**src/rtl/fft_pkg.sv**
```systemverilog
// fft_pkg: shared constants and helpers for the 128-point SDF FFT control path
package fft_pkg;
  localparam int NFFT = 128;
  localparam int NSTAGES = $clog2(NFFT);
  localparam int ADDR_W = $clog2(NFFT/2);
  typedef logic [ADDR_W-1:0] tw_addr_t;
  function automatic int stage_len(input int s, input int n = NFFT);
    return n >> s;
  endfunction
endpackage

```
**src/rtl/sdf_stage_counter.sv**
```systemverilog
// sdf_stage_counter: per-stage sample counter driving butterfly enable and twiddle address
module sdf_stage_counter #(
  parameter int NFFT = fft_pkg::NFFT,
  parameter int STAGE = 0
)(
  input  logic                      clk,
  input  logic                      rst,
  input  logic                      flush,
  input  logic                      valid,
  output logic                      bf_en,
  output logic [$clog2(NFFT/2)-1:0] tw_addr
);
  localparam int ADDR_W = $clog2(NFFT/2);
  localparam int L = fft_pkg::stage_len(STAGE, NFFT);
  localparam int CW = $clog2(L);
  logic [CW-1:0] cnt;
  always_ff @(posedge clk)
    if (rst || flush) cnt <= '0;
    else if (valid) cnt <= cnt + CW'(1);
  assign bf_en = cnt[CW-1];
  // low counter bits scaled by 2^STAGE fill the address exactly; last stage has none
  if (CW > 1) begin : g_addr
    assign tw_addr = bf_en ? '0 : ADDR_W'(ADDR_W'(cnt[CW-2:0]) << STAGE);
  end else begin : g_zero
    assign tw_addr = '0;
  end
endmodule

```
**src/rtl/sdf_twiddle_sequencer.sv**
```systemverilog
// sdf_twiddle_sequencer: SDF FFT stage sequencing, frame tracking; TW_ADDR_REG_EN registers bf_en/tw_addr
module sdf_twiddle_sequencer #(
  parameter int NFFT = fft_pkg::NFFT,
  parameter int NSTAGES = $clog2(NFFT),
  parameter int ADDR_W = $clog2(NFFT/2),
  parameter int FCNT_W = 16
)(
  input  logic                      clk,
  input  logic                      rst,
  input  logic                      flush,
  input  logic [NSTAGES-1:0]        stage_valid,
  output logic [NSTAGES-1:0]        bf_en,
  output logic [NSTAGES*ADDR_W-1:0] tw_addr,
  output logic                      frame_done,
  output logic [FCNT_W-1:0]         frame_cnt
);
  logic [NSTAGES-1:0] bf_c;
  logic [NSTAGES*ADDR_W-1:0] tw_c;
  logic [NSTAGES-1:0] ocnt;
  logic last_wrap;
  for (genvar s = 0; s < NSTAGES; s++) begin : g_stage
    sdf_stage_counter #(.NFFT(NFFT), .STAGE(s)) u_cnt (
      .clk(clk),
      .rst(rst),
      .flush(flush),
      .valid(stage_valid[s]),
      .bf_en(bf_c[s]),
      .tw_addr(tw_c[s*ADDR_W +: ADDR_W])
    );
  end
  assign last_wrap = stage_valid[NSTAGES-1] && (&ocnt);
  always_ff @(posedge clk)
    if (rst) begin
      ocnt <= '0;
      frame_done <= 1'b0;
      frame_cnt <= '0;
    end else if (flush) begin
      ocnt <= '0;
      frame_done <= 1'b0;
    end else begin
      frame_done <= last_wrap;
      if (last_wrap) frame_cnt <= frame_cnt + FCNT_W'(1);
      if (stage_valid[NSTAGES-1]) ocnt <= ocnt + NSTAGES'(1);
    end
`ifdef TW_ADDR_REG_EN
  always_ff @(posedge clk)
    if (rst) begin
      bf_en <= '0;
      tw_addr <= '0;
    end else begin
      bf_en <= bf_c;
      tw_addr <= tw_c;
    end
`else
  assign bf_en = bf_c;
  assign tw_addr = tw_c;
`endif
endmodule

```
**config.mk**
```make
export PLATFORM = sky130hd
export DESIGN_NAME = sdf_twiddle_sequencer
export DESIGN_NICKNAME = d
export VERILOG_FILES = /design/src/rtl/fft_pkg.sv /design/src/rtl/sdf_stage_counter.sv /design/src/rtl/sdf_twiddle_sequencer.sv
export SDC_FILE = /design/constraint.sdc
export NUM_CORES = 1
export LEC_CHECK = 0
export BUFFER_PORTS_ARGS = -buffer_cell sky130_fd_sc_hd__buf_2
export CAP_MARGIN = 30
export CORE_MARGIN = 3
export CORE_UTILIZATION = 55
export DETAILED_ROUTE_END_ITERATION = 10
export GPL_TIMING_DRIVEN = 1
export PLACE_DENSITY = 0.85
export SLEW_MARGIN = 20
export SYNTH_ARGS = -nofsm -noshare
export SYNTH_HDL_FRONTEND = slang
export SYNTH_SLANG_ARGS = --single-unit
export TNS_END_PERCENT = 30
```
**constraint.sdc**
```tcl
create_clock -name clk -period 2.8 [get_ports clk]
set_clock_uncertainty 0.05 [all_clocks]
set_input_delay 0.14 -clock clk [delete_from_list [all_inputs] [get_ports clk]]
set_output_delay 0.14 -clock clk [all_outputs]
set_load 0.05 [all_outputs]
```
# ---- Word-level counts from Yosys, hierarchy flattened
# Cells that the tools add are included.
dict set report word_totals {
  register_bits 52
  input_bits 10
  output_inout_bits 66
}
dict set report op_classes {
  n_addsub 9
  muxes 6
  bitwise 1
  reduce_logical 5
}
# op count
set op_table {}
lappend op_table {{$mux 6} 6}
lappend op_table {{$add 16x1->16 const B} 1}
lappend op_table {{$add 7x1->7 const B} 2}
lappend op_table {{$reduce_and 7->1} 1}
lappend op_table {{$add 6x1->6 const B} 1}
lappend op_table {{$add 5x1->5 const B} 1}
lappend op_table {{$add 4x1->4 const B} 1}
lappend op_table {{$add 3x1->3 const B} 1}
lappend op_table {{$add 2x1->2 const B} 1}
lappend op_table {{$reduce_and 2->1} 1}
lappend op_table {{$reduce_or 2->1} 1}
lappend op_table {{$add 1x1->1 const B} 1}
lappend op_table {{$logic_and 1x1->1} 1}
lappend op_table {{$logic_or 1x1->1} 1}
lappend op_table {{$not 1->1} 1}

# ---- Logic depth before layout (Yosys ltp)
# Gate-level depths: netlist of the first run.
dict set report depth {
  word_depth 3
  ltp_mapped 6
  depth_no_buf 5
}

# ---- By module
# A second synthesis of the first run with hierarchy kept.
dict set report hier_totals {
  hier_cells 292
  area_unflattened_um2 2622.5
}
# module instances cells_per_inst area_each_um2 seq_area_each_um2
set by_module_without_submodules {}
lappend by_module_without_submodules {sdf_twiddle_sequencer 1 124 1084.8 480.5}
lappend by_module_without_submodules {{sdf_stage_counter (g_stage[0].u_cnt)} 1 39 337.8 140.1}
lappend by_module_without_submodules {{sdf_stage_counter (g_stage[1].u_cnt)} 1 33 291.5 120.1}
lappend by_module_without_submodules {{sdf_stage_counter (g_stage[2].u_cnt)} 1 30 282.8 100.1}
lappend by_module_without_submodules {{sdf_stage_counter (g_stage[3].u_cnt)} 1 24 222.7 80.1}
lappend by_module_without_submodules {{sdf_stage_counter (g_stage[4].u_cnt)} 1 18 180.2 60.1}
lappend by_module_without_submodules {{sdf_stage_counter (g_stage[5].u_cnt)} 1 14 135.1 40.0}
lappend by_module_without_submodules {{sdf_stage_counter (g_stage[6].u_cnt)} 1 10 87.6 20.0}

# ---- Worst setup path after synthesis of the first run
# No wires, ideal clock.
dict set report synth_timing {
  path_kind {reg-to-reg}
  start {reg frame_cnt[8]}
  end {reg frame_cnt[15]}
  setup_ns 0.070
  arrival_ns 1.800
  required_time_ns 2.680
  path_slack_ns 0.880
  path_stages_with_launch 5
  n_path_buf 0
  cell_sequence {dfxtp_1 -> and4_1 -> nand4_1 -> or4_1 -> a21oi_1}
}
dict set report synth_via {
  elab_chain_cells 1
}
# element line
set synth_rtl {}
lappend synth_rtl {{start: declaration} sdf_twiddle_sequencer.sv:15} ;# output logic [FCNT_W-1:0] frame_cnt
lappend synth_rtl {{start signal: assignment} sdf_twiddle_sequencer.sv:42} ;# if (last_wrap) frame_cnt <= frame_cnt + FCNT_W'(1);
lappend synth_rtl {{$add 16x1->16} sdf_twiddle_sequencer.sv:42}
# Every way passes these cells.
# A chain may end at the register's enable or synchronous reset.

# ---- Final worst setup path of the first run
dict set report layout_timing {
  start {reg ocnt[0]}
  end {reg frame_cnt[12]}
}
dict set report layout_via {
  elab_chain_cells 3
}
# element line
set layout_rtl {}
lappend layout_rtl {{start: declaration} sdf_twiddle_sequencer.sv:19} ;# logic [NSTAGES-1:0] ocnt;
lappend layout_rtl {{start signal: assignment} sdf_twiddle_sequencer.sv:43} ;# if (stage_valid[NSTAGES-1]) ocnt <= ocnt + NSTAGES'(1);
lappend layout_rtl {{$reduce_and 7->1} sdf_twiddle_sequencer.sv:31} ;# assign last_wrap = stage_valid[NSTAGES-1] && (&ocnt);
lappend layout_rtl {{$logic_and 1x1->1} sdf_twiddle_sequencer.sv:31}
lappend layout_rtl {{$reduce_and 2->1 (no line)} --}
# Every way passes these cells.

==> results.md, run 1 <==
- Status: finished, final reports clean
- Final setup viols: 0
- Reg power frac: 57.1%
- Critical path class: reg2reg
- Top post-synthesis cells by area: dfxtp_1 41%, buf_4 9.0%, xor2_1 7.0%
- Crit path time final: 1.92 ns
- CTS Root Cell: clkbuf_8
- Worst Path Arrival: 2.09 ns
- Seq/Total Area, Yosys: 41.4%
- CTS buffer count: 5
- Iter 0 DRT Violations: 38
- Hold WC Path Type: in2reg
- Final Net Count: 344
- Setup Fix Bufs, Post-CTS: 0
- Number of synthesized register bits: 52
- PnR worst setup slack: 0.880 ns
- Vias post-DR: 1952
- P_sw: 0.344 mW
- GRT Total Usage: 17.0%
- Max Slew Vio Count: 0
- Least-Margin Pin Slew: 0.731 ns
- Initial antenna violation count: 0
- Cell total after placement: 369
- Hold EP: g_stage[5].u_cnt.cnt[1]$_SDFFE_PP0P_
- Worst Path Required: 2.97 ns
- Vias in the first global route: 1778
- Clock sink total: 52
- Crit start category: register
- Wire length per cell: 11.5 um
- PwrDens: 478 nW/um^2
- FF-to-FF setup slack: 0.88 ns
- Starting Density: 59.9%
- Syn Area/Cell: 8.95 sq um
- Reg clk slew, reported paths: 0.08 ns
- CP max FO: 9
- R2r startpoint: ocnt[0]$_SDFFE_PP0P_
- Vias/cell: 5.18
- Routability cong.: 0.829
- I/O Pins: 76
- Worst hold slack: 0.0129 ns
- CTS tree: built
- Synthesis Warnings: 0
- Antenna viol nets, final: 0
- Sw Ratio: 26.0%
- Maxcap violations: 0
- Cell count after synthesis: 281
- RSZ-0062 raised after global routing: false
- Worst Hold Depth: 2
- Register-to-Register Path Depth: 5
- Combinational power share: 11.1%
- CTS resizes: 0
- Slew margin rel.: 51.3%
- Dpl ws: 0.888 ns
- Detailed Route WL: 4.35 mm
- Hpwl dp: 3.26 mm
- P&R area growth vs syn: 9.80%
- Buffers added on ports: 54
- N_diodes: 0
- Hold Fails Final Rpt: 0
- Reg2Reg Capture Point: frame_cnt[12]$_SDFFE_PP0P_
- Period utilization: 68.6%
- Die height: 73.6 um
- Clock H-tree levels: 2
- Maximum vdd ir drop: 0.000297 V
- Longest Clk Path Bufs: 2
- Grt ovf: 0
- Clock share of power: 31.8%
- Count of cell types in the netlist: 31
- Drt drc: 0
- Fin cells: 377
- FP Rows: 23
- Pre-antenna DRT Iters: 4
- Leak: 1.25 nW
- Post-Syn Area: 2510 sq um
- Wire length of the first global-routing pass: 7.48 mm
- Hold_sp: stage_valid[5]
- Die area: 5420 sq um
- Post-synth top area share: 41.4%
- Die W: 73.6 um
- Internal Power: 0.977 mW
- TNS Setup: 0 ns
- Area of the core: 4200 sq um
- Layout cells sized above 1: 19.6%
- Clk_lat worst skew: 0.29 ns
- Largest net degree at the start of global routing: 23
- Area leader, netlist: dfxtp_1
- Max Fclk: 521 MHz
- CTS Hold Bufs: 0
- Crit path capture type: register
[per-layer routing]
metal	wire (um)	track usage (%)	up-vias	share of wire [%]
met1	1940	21.2	901	45
met2	2130	29.5	57	49
met4	34	4.83	0	0.78
li1	-	-	989	-
met5	0	0	-	0
met3	252	3.42	5	5.8
[state kept, by name, summed over array words and instances (netlist names)]
name / count
ocnt: 7
g_stage.u_cnt.bf_en: 1
frame_done: 1
frame_cnt: 16
g_stage.u_cnt.cnt: 27
[power groups by stage]
stage | logic, mW | registers, mW | clock network, mW
2_1_floorplan | 0.149 | 0.771 | 0
4_1_cts | 0.147 | 0.755 | 0.435
3_3_place_gp | 0.144 | 0.772 | 0
5_1_grt | 0.157 | 0.756 | 0.464
6_report | 0.146 | 0.755 | 0.420
3_5_place_dp | 0.146 | 0.772 | 0
[kinds of logic after synthesis]
group                    after synthesis  share of synthesized area [%]
AND/OR/NAND/NOR                      117                           25.1
flip-flops                            52                           41.4
buffers and inverters                 39                           10.6
XOR/XNOR                              31                           10.8
AO/OA/AOI/OAI                         27                           5.57
adder cells (fa/ha/maj)                8                           3.98
multiplexers                           6                           2.39
other                                  1                          0.149
[per-stage QoR]
stage	cell area, sq um	utilization [%]	power (mW)
4_1_cts	2760	65.7	1.34
3_3_place_gp	2670	63.6	0.916
6_report	2760	65.7	1.32
5_1_grt	2760	65.7	1.38
3_5_place_dp	2670	63.6	0.918
2_1_floorplan	2590	-	0.920
[layout by cell type (no fill, tap or decap), types with 2 or more instances in the layout]
| cell | netlist | layout |
|---|---|---|
| buf_2 | 0 | 54 |
| xor2_1 | 20 | 20 |
| and4_1 | 3 | 3 |
| inv_1 | 2 | 2 |
| dfxtp_1 | 52 | 52 |
| nand4_1 | 14 | 14 |
| ha_1 | 8 | 8 |
| clkbuf_1 | 6 | 2 |
| nor2b_1 | 20 | 20 |
| conb_1 | 1 | 21 |
| mux2i_1 | 6 | 6 |
| nand4_2 | 2 | 2 |
| or3_1 | 11 | 11 |
| nor2_1 | 39 | 39 |
| o21ai_1 | 6 | 6 |
| o21ai_0 | 6 | 6 |
| a21oi_1 | 13 | 13 |
| nand2_1 | 14 | 14 |
| xnor2_1 | 11 | 11 |
| and2_1 | 2 | 2 |
| nand3_1 | 4 | 4 |
| clkbuf_8 | 0 | 6 |
| and3_1 | 2 | 2 |
[cell usage after synthesis (all sizes together)]
cell / number
buf: 31
o21ai: 12
nand2: 14
o31ai: 1
nor3: 1
ha: 8
or3: 11
and2: 2
clkbuf: 6
nand4b: 1
and4: 3
xnor2: 11
a21oi: 13
conb: 1
xor2: 20
a211oi: 1
nor2: 39
inv: 2
and4b: 1
nand4: 16
and3: 2
nor2b: 20
mux2i: 6
dfxtp: 52
or2: 1
or4: 1
nand3: 5
[area by class of cell]
class,count,area (sq um)
clock buffer,8,90.1
fill,376,1440
inverter,2,7.51
multi-input combinational,210,1280
sequential,52,1040
tap,50,62.6
timing repair buffer,55,278
[how the worst max path moves through the flow]
stage                     cells past startpoint                          to                       from
after global placement                        5  frame_cnt[15]$_SDFFE_PP0P_       ocnt[0]$_SDFFE_PP0P_
final                                         5  frame_cnt[12]$_SDFFE_PP0P_       ocnt[0]$_SDFFE_PP0P_
after floorplan                               4  frame_cnt[15]$_SDFFE_PP0P_  frame_cnt[8]$_SDFFE_PP0P_
after CTS                                     5  frame_cnt[12]$_SDFFE_PP0P_       ocnt[0]$_SDFFE_PP0P_
after global routing                          5  frame_cnt[12]$_SDFFE_PP0P_       ocnt[0]$_SDFFE_PP0P_
after detailed placement                      5  frame_cnt[12]$_SDFFE_PP0P_       ocnt[0]$_SDFFE_PP0P_
[worst max-delay path, stage by stage (launching register included)]
cell,delay (ns)
dfxtp_1,0.37
ha_1,0.19
and4_1,0.46
nand4_2,0.25
or3_1,0.37
a21oi_1,0.16
Power figures use the tool's default switching activity.
==> inputs of run 2 (changes only) <==
ABC_AREA = 1   (was default)
CORE_UTILIZATION = 47   (was 55)
PLACE_DENSITY = 0.76   (was 0.85)
clock period = 1.7 ns   (was 2.8 ns; I/O delays follow)
==> run 2 against run 1 <==
  * Sequential share of layout area is 4.1 points lower
  * Largest cell class unchanged
  * Fmax is 29% higher
  * Die area is 26% higher
  * Core utilization is 9.9 points lower
  * Area after synthesis is 9.4% higher
  * Critical path depth is 3 higher
  * Count of clock-buffer cells in the layout is 1 lower
  * Cell count is 38% higher
  * Sequential power is 64% higher
  * Non-clock buffer count is 4 higher
  * Cell area is 13% higher
==> results.md, run 2 <==
- Commonest non-fill, non-tap cell in the layout: nor2_1
- P&R area growth vs syn: 13.1%
- Layout cells sized above 1: 18.5%
- Starting Density: 49.3%
- DP Area: 2950 sq um
- Most flops, register: g_stage.u_cnt.cnt
- Wire length of the first global-routing pass: 8.93 mm
- Post-Syn Area: 2750 sq um
- Area of the core: 5570 sq um
- Initial antenna violation count: 0
- PnR worst setup slack: 0.207 ns
- CP top delay family: simple AND/OR/NAND/NOR gates
- FF-to-FF setup slack: 0.21 ns
- Longest Clk Path Bufs: 2
- Simple-gate area share of the yosys netlist: 31.6%
- Clk_lat worst skew: 0.30 ns
- Hold Fails Final Rpt: 0
- Syn Area/Cell: 6.94 sq um
- N_diodes: 0
- Post-synth top area share: 37.9%
- Area leader, netlist: dfxtp_1
- Total chip power: 2.40 mW
- Worst Path Required: 1.85 ns
- Seq/Total Area, Yosys: 37.9%
- Die area: 6810 sq um
- Hold WC Path Type: in2reg
- Vias/cell: 4.73
- Final Instance Area: 3110 sq um
- Clock H-tree levels: 2
- Clock sink total: 52
- Pre-antenna DRT Iters: 4
- R2r startpoint: frame_cnt[0]$_SDFFE_PP0P_
- Wire length on met3: 327 um
- Wire length per cell: 9.94 um
- Final setup viols: 0
- Post-synth top cells: 80 x nor2_1, 69 x nand2_1, 52 x dfxtp_1, 43 x inv_1, 33 x a21oi_1
- GRT Total Usage: 16.2%
- RSZ-0062 raised after global routing: false
- Prevailing post-synth register cell: dfxtp_1
- Crit-path slowest cell: dfxtp_2
- CTS resizes: 0
- Largest family of logic cells by synthesized area: simple AND/OR/NAND/NOR gates
- Antenna viol nets, final: 0
- Register-to-Register Path Depth: 8
- Dpl ws: 0.224 ns
- Commonest non-fill, non-tap cells in the layout: 80 x nor2_1, 69 x nand2_1, 54 x buf_2, 50 x dfxtp_1, 43 x inv_1
- CTS buffer count: 5
- Mux contribution to synthesized area: 0%
- Final Net Count: 466
- Maximum vdd ir drop: 0.000320 V
- Reg2Reg Capture Point: frame_cnt[14]$_SDFFE_PP0P_
- Worst Hold Depth: 3
- Drt drc: 0
- Die W: 82.5 um
- Vias in the first global route: 2201
- Worst hold slack: 0.00690 ns
- CP max FO: 5
- Async set or reset register ratio after synthesis: 0%
- Crit start category: register
- Iter 0 DRT Violations: 78
- Fillers: 565
- Detailed Route WL: 5.18 mm
- Worst Path Arrival: 1.64 ns
- Cell count after synthesis: 396
- Grt ovf: 0
- TNS Setup: 0 ns
- Post-Synth XOR/XNOR Area: 1.27%
- Number of synthesized register bits: 52
- CTS Root Cell: clkbuf_8
- M1 WL: 2.28 mm
- CTS Hold Bufs: 3
- Routability cong.: 0.859
- Critical path class: reg2reg
- Status: finished, final reports clean
- Die height: 82.5 um
- Crit path time final: 1.49 ns
- Synthesis Warnings: 0
- Synth Area in Adders: 3.64%
- Worst Path Buf+Inv: 1
- Max Fclk: 670 MHz
- Vias post-DR: 2463
- Largest net degree at the start of global routing: 18
- Number of flops mapped to enable cells by yosys: 0
- FP Rows: 27
- Period utilization: 87.8%
- Leak: 1.44 nW
- Setup Fix Bufs, Post-CTS: 0
- Hold EP: g_stage[4].u_cnt.cnt[2]$_SDFFE_PP0P_
- Top Registers: g_stage.u_cnt.cnt: 27 flops, frame_cnt: 16 flops, ocnt: 7 flops
- Complex-gate fraction of the synthesized area: 9.42%
- Top Layer Used: met4
- PwrDens: 772 nW/um^2
- Reg clk slew, reported paths: 0.09 ns
- Top post-synthesis cells by area: dfxtp_1 38%, nor2_1 11%, nand2_1 9.4%
- CTS tree: built
- Buffers added on ports: 54
- Maxcap violations: 0
- Count leader, synth: nor2_1
- I/O Pins: 76
- Count of cell types in the netlist: 33
- Max Slew Vio Count: 0
- Delay of the slowest critical-path stage: 0.37 ns
- Metal2 WL: 2.51 mm
- Hpwl dp: 4.04 mm
- Largest register FFs: 27
- Crit path capture type: register
- CP Cell Sequence: ha_1 > inv_1 > nor2_2 > nand2_1 > nor2_2 > nand3_1 > nand2_1 > nor2_1
- Hold_sp: stage_valid[4]
==> run 2: changes by cell type after synthesis, moves of 19 or more <==
cell,change
nor2_1,+41
xor2_1,-19
inv_1,+41
a21oi_1,+20
nand2_1,+55
nor2b_1,-20
==> run 2: worst min-delay path: stages <==
cell and delay (ns):
buf_2 0.10, a21oi_1 0.06, nor2_1 0.09
==> run 2: final cells by class <==
type | instances | area, sq um | area share, %
Multi-Input combinational cell | 279 | 1340 | 43.1
Inverter | 51 | 193 | 6.20
Timing Repair Buffer | 59 | 315 | 10.1
Sequential cell | 52 | 1040 | 33.6
Tap cell | 72 | 90.1 | 2.90
Clock inverter | 1 | 30.0 | 0.966
Clock buffer | 7 | 96.3 | 3.10
==> run 2: how the worst max path moves through the flow <==
| stage | startpoint | to | slack (ns) | cells after the start |
|---|---|---|---|---|
| final | frame_cnt[0]$_SDFFE_PP0P_ | frame_cnt[14]$_SDFFE_PP0P_ | 0.21 | 8 |
| after detailed placement | ocnt[0]$_SDFFE_PP0P_ | frame_cnt[7]$_SDFFE_PP0P_ | 0.22 | 8 |
| after CTS | ocnt[0]$_SDFFE_PP0P_ | frame_cnt[7]$_SDFFE_PP0P_ | 0.21 | 8 |
| after global placement | ocnt[0]$_SDFFE_PP0P_ | frame_cnt[13]$_SDFFE_PP0P_ | 0.26 | 8 |
| after global routing | ocnt[0]$_SDFFE_PP0P_ | frame_cnt[9]$_SDFFE_PP0P_ | 0.05 | 8 |
| after floorplan | frame_cnt[3]$_SDFFE_PP0P_ | frame_cnt[13]$_SDFFE_PP0P_ | 0.12 | 7 |
==> run 2: cells by family (layout without fill, tap and decap cells) <==
kind of cell | Yosys count | in the layout
fa+ha+maj | 8 | 8
simple gates | 196 | 196
xor+xnor | 4 | 4
flops | 52 | 52
buf+inv | 85 | 118
other cells | 1 | 21
compound gates | 50 | 50
==> run 2: power breakdown <==
part	total, mW	internal (mW)	switching [mW]
Sequential	1.24	1.23	0.0113
Combinational	0.258	0.0477	0.211
Clock	0.900	0.519	0.381
Total	2.40	1.80	0.603
==> run 2: stage by stage <==
stage	util, %	std cells
final	55.8	521
after global routing	55.8	521
after CTS	55.8	521
after detailed placement	53.0	510
after global placement	53.0	510
after floorplan	-	416
==> run 2: per-layer routing <==
layer	vias up	global-route usage (%)
met1	1092	18.5
met4	0	4.25
met5	-	0
li1	1300	-
met3	10	4.34
met2	61	29.6
